### src/rtl/piso_shift.sv
// piso_shift: parallel-in serial-out shift register with a valid/ready load port.
//
// A word is captured from `in` on a rising edge where load_valid && load_ready,
// and is then streamed one bit per rising edge with shift_en high. When the final
// bit is consumed and a new word is offered on the same edge, the new word is
// captured at once, so back-to-back words stream with no gap.
//
// Parameters
//   N          word width in bits (N >= 2)
//   MSB_FIRST  0: bit 0 leaves first, 1: bit N-1 leaves first
// Ports
//   clk         rising-edge clock
//   rst         asynchronous active-low reset
//   in          parallel word, sampled only on an accepted load
//   load_valid  source offers a word
//   load_ready  block accepts a word this cycle (combinational on shift_en)
//   shift_en    advance one bit on this edge
//   sout        current serial bit (0 when idle)
//   sout_valid  sout carries a data bit
//   last        sout is the final bit of the current word
//   busy        a word is being shifted (same as sout_valid)
module piso_shift #(
  parameter int N         = 4,
  parameter bit MSB_FIRST = 1'b0
) (
  input  logic         clk,
  input  logic         rst,
  input  logic [N-1:0] in,
  input  logic         load_valid,
  output logic         load_ready,
  input  logic         shift_en,
  output logic         sout,
  output logic         sout_valid,
  output logic         last,
  output logic         busy
);

  localparam int CW = $clog2(N);
  localparam logic [CW-1:0] CNT_ZERO = {CW{1'b0}};
  localparam logic [CW-1:0] CNT_ONE  = CW'(1);
  localparam logic [CW-1:0] CNT_LAST = CW'(N - 1);

  typedef enum logic [0:0] {
    IDLE  = 1'b0,
    SHIFT = 1'b1
  } state_t;

  state_t         state;
  state_t         state_next;
  logic [N-1:0]   shreg;
  logic [N-1:0]   shreg_next;
  logic [CW-1:0]  cnt;
  logic [CW-1:0]  cnt_next;
  logic           accept;

  // Move the word one place toward the output end, zero-filling behind it.
  function automatic logic [N-1:0] shift_toward_out(input logic [N-1:0] word);
    logic [N-1:0] res;
    if (MSB_FIRST) begin
      res = {word[N-2:0], 1'b0};
    end else begin
      res = {1'b0, word[N-1:1]};
    end
    return res;
  endfunction

  // Outputs decoded from the state registers; load_ready also looks at shift_en
  // so a new word can follow the final bit without an idle cycle.
  always_comb begin
    load_ready = 1'b0;
    sout       = 1'b0;
    sout_valid = 1'b0;
    last       = 1'b0;
    busy       = 1'b0;
    case (state)
      IDLE: begin
        load_ready = rst;
      end
      SHIFT: begin
        sout       = MSB_FIRST ? shreg[N-1] : shreg[0];
        sout_valid = 1'b1;
        busy       = 1'b1;
        last       = (cnt == CNT_LAST);
        load_ready = rst && (cnt == CNT_LAST) && shift_en;
      end
      default: begin
        load_ready = 1'b0;
      end
    endcase
  end

  assign accept = load_valid && load_ready;

  // Next-state logic: capture, advance, chain the next word, or drop back to idle.
  always_comb begin
    state_next = state;
    shreg_next = shreg;
    cnt_next   = cnt;
    case (state)
      IDLE: begin
        if (accept) begin
          state_next = SHIFT;
          shreg_next = in;
          cnt_next   = CNT_ZERO;
        end else begin
          state_next = IDLE;
        end
      end
      SHIFT: begin
        if (!shift_en) begin
          state_next = SHIFT;
        end else if (cnt != CNT_LAST) begin
          shreg_next = shift_toward_out(shreg);
          cnt_next   = cnt + CNT_ONE;
        end else if (accept) begin
          // Final bit consumed and a new word is waiting: no gap.
          shreg_next = in;
          cnt_next   = CNT_ZERO;
        end else begin
          state_next = IDLE;
          shreg_next = {N{1'b0}};
          cnt_next   = CNT_ZERO;
        end
      end
      default: begin
        state_next = IDLE;
        shreg_next = {N{1'b0}};
        cnt_next   = CNT_ZERO;
      end
    endcase
  end

  // State registers; reset discards any partial word immediately.
  always_ff @(posedge clk or negedge rst) begin
    if (!rst) begin
      state <= IDLE;
      shreg <= {N{1'b0}};
      cnt   <= CNT_ZERO;
    end else begin
      state <= state_next;
      shreg <= shreg_next;
      cnt   <= cnt_next;
    end
  end

endmodule

### config.mk
export PLATFORM = sky130hd
export DESIGN_NAME = piso_shift
export DESIGN_NICKNAME = d
export VERILOG_FILES = /design/src/rtl/piso_shift.sv
export SDC_FILE = /design/constraint.sdc
export NUM_CORES = 1
export LEC_CHECK = 0
export ABC_AREA = 1
export BUFFER_PORTS_ARGS = -buffer_cell sky130_fd_sc_hd__buf_2
export CAP_MARGIN = 20
export CORE_MARGIN = 2
export CORE_UTILIZATION = 30
export DETAILED_ROUTE_END_ITERATION = 8
export PLACE_DENSITY = 0.56
export SLEW_MARGIN = 20
export SYNTH_ARGS = -nofsm -noshare
export SYNTH_HDL_FRONTEND = slang
export SYNTH_SLANG_ARGS = --single-unit
### constraint.sdc
create_clock -name clk -period 1.2 [get_ports clk]
set_clock_uncertainty 0.05 [all_clocks]
set_input_delay 0.36 -clock clk [delete_from_list [all_inputs] [get_ports clk]]
set_output_delay 0.36 -clock clk [all_outputs]
set_load 0.005 [all_outputs]
==> impl_metrics.ini, run 1 <==
[sta]
fin_crit_ns = 1.494
final_max_slew_viol_count = 0
rsz0062_at_grt = yes
hold_viol = 0
fin_crit_sh = 1.245
finalSetupTns_ns = -1.515
worst_slew_pin_slew_ns = 0.1452
hold_ws_ns = 0.2273
fmax_mhz = 669.6
finalSetupViolCount = 12
worst_slack_ns = -0.2935
slew_headroom = 0.9022

[placement]
portBuffers = 12
post_dp_cell_area_um2 = 530.5
gp_congestion = 0.7222
hpwl_um = 676
dp_slack_ns = -0.06930

[power]
p_per_area_nw_per_um2 = 2263
vdd_ir_drop_max_v = 0.0007767
p_leak_nw = 0.3695

[global_route]
grt_usage = 0.1223
grt_pass1_wl_mm = 1.573
antenna_found_initial = 0
overflow = 0
grt_max_degree = 8
grt_pass1_vias = 372

[logic_synthesis]
synth_top_family_by_area = simple AND/OR/NAND/NOR gates
synth_largest_area_cell = dfrtp_1
synthXorXnorAreaFrac = 0
seq_area_frac_synth = 0.4142
syn_inst = 52
syn_nets = 61
muxShareOfSynthArea = 0
synth-main-ff-cell = dfrtp_1
synthSimpleGateAreaFrac = 0.3402
yosys-top-cells-area = dfrtp_1 41%, nand2_1 13%, a21oi_2 6.2%, nand2_2 5.9%, inv_1 5.3%
yosysMostFrequentCell = nand2_1
ys_types = 15
yosys_warnings = 0
synthAdderAreaFrac = 0.02959
syn_area_um2 = 422.9
synthTopCellsByCount = 15 x nand2_1, 7 x dfrtp_1, 6 x inv_1, 4 x nand2_2, 4 x nand3_1
synthArstFlopShare = 1.000
synth_top_cell_area_share = 0.4142
synth-edff-count = 0
avgSynthCellArea_um2 = 8.133
synth_compound_area_frac = 0.1036
synth-seq-cells = 7

[layout]
drive_gt1_frac = 0.5696
final_util = 0.5125
fillers = 148
area_growth_pct = 57.69
layout.nets = 89
stdcell_area_um2 = 666.9
n_antenna_cell = 0

[critical_path]
worstPathMaxFanout = 3
arrival_ns = 1.08
cp_data_required_time_ns = 0.79
path_class = flip-flop to output pin
cp-end-kind = output pin
cp-start-kind = flip-flop

[clock_network]
root_buffer = clkbuf_4
cts_buffer_depth = 2
worstSkewPairLatency_ns = 0.25
cts_tree = yes
cts_buffers = 3
cts.sinks = 7
path_clk_slew_ns = 0.05
cts_max_level = 1

[drt]
drt_iter0_drc = 4
drt_wl_total_um = 995
vias = 419
wl_per_cell_um = 10.59
postRouteAntennaNets = 0
via_per_inst = 4.457
drc = 0
dr.pass1.iters = 4

[die]
die_h_um = 41.55
rows = 13
die-area_um2 = 1726
initial_core_util = 0.3250
core_um2 = 1301
io_pins = 13
die_w_um = 41.55

[min_path]
hp-class = primary input to asynchronous set/reset pin

[run]
cap_viol_max_count = 0

[outcome]
failed_checks = negative setup slack
status = finished, violations left
critical path, stage by stage, from the launching register on:
cell	delay, ns
dfrtp_1	0.40
ha_4	0.17
nand2_4	0.05
a21boi_2	0.10
buf_2	0.11
cells in the final DEF (no fill, tap or decap):
cell             n
inv_1            6
nand3_2          1
dfrtp_1          6
inv_4            1
buf_2           12
o21ai_2          1
o21ai_0          1
clkbuf_1         1
nand2_1         12
buf_4           11
a21oi_2          3
dlymetal6s4s_1   1
clkbuf_4         3
buf_6            1
nor2_1           3
nand2_4          3
nand3_1          4
nand2_2          4
a21boi_2         1
ha_4             1
dfrtp_2          1
nand3_4          1
nor2_4           1
worst paths after layout:
kind                          start  slack, ns  cells after the start    endpoint
min                             rst       0.23                      3       state
max reg2reg                  cnt[0]      -0.22                      9    shreg[2]
min in group clk              in[0]       0.29                      3    shreg[0]
min reg2reg                shreg[0]       0.47                      2    shreg[0]
max                          cnt[0]      -0.29                      4  load_ready
max in group asynchronous       rst       0.76                      3    shreg[3]
final cells by class:
cell class,instances,area (µm²),area share
multi-input combinational,36,250.2,0.3752
sequential,7,176.4,0.2645
timing repair buffer,25,166.4,0.2495
inverter,7,28.78,0.04315
clock buffer,4,26.28,0.03940
tap,15,18.77,0.02814
sequential cells by signal, summed over array words and instances, names as in the netlist:
register / cells
state: 1
shreg: 4
cnt: 2
what timing repair did:
| item | in CTS | in global routing |
|---|---|---|
| hold endpoints to repair | 4 | 0 |
| setup endpoints to repair | 8 | 12 |
| gates resized for setup | 2 | 12 |
| pin swaps | 1 | 6 |
| buffers inserted | 3 | 3 |
| hold buffers | 1 | 0 |
per-layer routing:
| metal | up-vias | track usage | wire [µm] |
|---|---|---|---|
| met3 | 0 | 0.03913 | 50 |
| met2 | 11 | 0.1688 | 523 |
| li1 | 219 | - | - |
| met5 | - | 0 | 0 |
| met4 | 0 | 0.07742 | 0 |
| met1 | 189 | 0.1626 | 421 |
power breakdown:
group          switching, W  internal [W]
sequential        0.0000981      0.000349
clock             0.0000868      0.000127
combinational      0.000414      0.000435
total              0.000598      0.000911
through the flow:
stage	power, W	std cells
final	0.001509	94
after global routing	0.001660	94
after CTS	0.001350	91
after detailed placement	0.001074	83
after global placement	0.001065	83
after floorplan	0.0008983	52
kinds of logic (layout without fill, tap and decap cells):
logic type,after synthesis,count (layout)
buf+inv,9,36
simple gates,29,29
flops,7,7
fa+ha+maj,1,1
compound gates,6,6
Note: power is estimated with default switching activity, not from simulation.
==> run 2: changes to the inputs <==
PLACE_DENSITY = 0.6   (was 0.56)
==> impl_metrics.ini, run 2 (same netlist as run 1, synthesis figures left out) <==
[sta]
slew_headroom = 0.9064
finalSetupViolCount = 10
hold_viol = 0
fin_crit_sh = 1.249
rsz0062_at_grt = yes
final_max_slew_viol_count = 0
fin_crit_ns = 1.498
worst_slack_ns = -0.2984
fmax_mhz = 667.4
worst_slew_pin_slew_ns = 0.1404
finalSetupTns_ns = -1.366

[layout]
final_cell_mix = 13 x nand2_1, 12 x buf_2, 9 x buf_4
final_util = 0.4990
drive_gt1_frac = 0.5769
largestRegisters = shreg (4), cnt (2), state (1)
register_area_um2 = 176.4
n_antenna_cell = 0
top_register = shreg
multi_input_area_um2 = 232.7
fillers = 137
largest_register_ffs = 4
layout.nets = 88
area_growth_pct = 53.55
final_cells = 93
final_common_cell = nand2_1

[global_route]
overflow = 0
antenna_found_initial = 0
busiest_layer = met1
grt_max_degree = 8
met1_usage = 0.1924
grtUsageMet2 = 0.1719
grt_pass1_wl_mm = 1.731
grt_pass1_vias = 387
grt_usage = 0.1359
use_met3 = 0.06522

[clock_network]
cts_buffers = 3
root_buffer = clkbuf_4
cts_tree = yes
worstSkewPairLatency_ns = 0.26
cts.sinks = 7
cts_max_level = 1
cts_buffer_depth = 2
path_clk_slew_ns = 0.06

[outcome]
status = finished, violations left
failed_checks = negative setup slack

[drt]
drt_wl_total_um = 980
via_per_inst = 4.366
wl_per_cell_um = 10.54
drc = 0
vias = 406
drt_iter0_drc = 6
postRouteAntennaNets = 0
dr.pass1.iters = 4

[placement]
dp_cells = 83
hpwl_um = 666.2
gp_congestion = 0.7112
dp_slack_ns = -0.08336
portBuffers = 12

[power]
p_per_area_nw_per_um2 = 2310
p_sw_w = 0.0006007
intPower_w = 0.0008991
vdd_ir_drop_max_v = 0.001082
sequentialPowerShare = 0.291
clkPwrFrac = 0.144
swShare = 0.4005
comb_power_share = 0.565
p_leak_nw = 0.3563

[critical_path]
cp-end-kind = output pin
ff2ff_setup_slack_ns = -0.17
path_class = flip-flop to output pin
critPathLaunch = cnt[0]
worstPathMaxFanout = 3
cp_data_required_time_ns = 0.79
r2r_start = cnt[0]
worst_path_max_delay_cell = dfrtp_1
worstReg2RegEnd = shreg[1]
arrival_ns = 1.09
crit_path_end = load_ready
crit_chain = ha_4, nand2_2, a21boi_2, buf_2
cp-start-kind = flip-flop
reg2regPathDepth = 8
cpPeakStageDelay_ns = 0.39

[die]
core_um2 = 1301
rows = 13
initial_core_util = 0.3250
die-area_um2 = 1726
die_h_um = 41.55
die_w_um = 41.55
io_pins = 13

[min_path]
hp-class = primary input to asynchronous set/reset pin

[run]
cap_viol_max_count = 0
-- run 2: per-layer routing --
| layer | routed length [µm] | vias to the layer above |
|---|---|---|
| met4 | 0 | 0 |
| met5 | 0 | - |
| li1 | - | 214 |
| met2 | 437 | 13 |
| met1 | 479 | 179 |
| met3 | 63 | 0 |
-- run 2: layout make-up --
cell class,instances,share of cell area
Inverter,7,0.04817
Clock buffer,3,0.03468
Sequential cell,7,0.2717
Clock inverter,1,0.007707
Tap cell,15,0.02890
Multi-Input combinational cell,36,0.3584
Timing Repair Buffer,24,0.2505
-- run 2: worst max-delay path: cells and delay by family (launching register included) --
kind | cells | cell delay, ns
AOI/OAI and AO/OA | 1 | 0.10
adders and majority gates | 1 | 0.16
buffers and inverters | 1 | 0.11
DFF | 1 | 0.39
and+or+nand+nor | 1 | 0.06
-- run 2: timing repair --
item,in CTS,in global routing
endpoints found under the setup margin,8,12
gates resized for setup,2,12
hold buffers,1,0
pin swaps,8,10
gates cloned,0,0
setup buffers,3,2
hold endpoints to repair,7,0
-- run 2: worst min-delay path by stage --
stage	slack (ns)	startpoint	depth (start not counted)	end
after detailed placement	0.26	rst	2	shreg[0]
after global placement	0.26	rst	2	state
final	0.26	rst	3	cnt[0]
after global routing	0.26	rst	3	cnt[0]
after CTS	0.29	in[3]	3	shreg[3]
after floorplan	0.01	rst	0	cnt[0]
-- run 2: power groups by stage --
stage,sequential (W),combinational (W),clock [W]
CTS,0.000436,0.000733,0.000224
floorplan,0.000405,0.000494,0
global placement,0.000442,0.000618,0
finish,0.000437,0.000847,0.000216
detailed placement,0.000448,0.000631,0
global route,0.000461,0.000970,0.000242
-- run 2: metrics by stage --
stage               hold WS [ns]  total power, W  area (µm²)
floorplan                0.01441       0.0008983       425.4
global placement          0.2632        0.001061       530.5
detailed placement        0.2629        0.001078       530.5
CTS                       0.2925        0.001393       601.8
global route              0.2600        0.001673       649.4
finish                    0.2599        0.001500       649.4
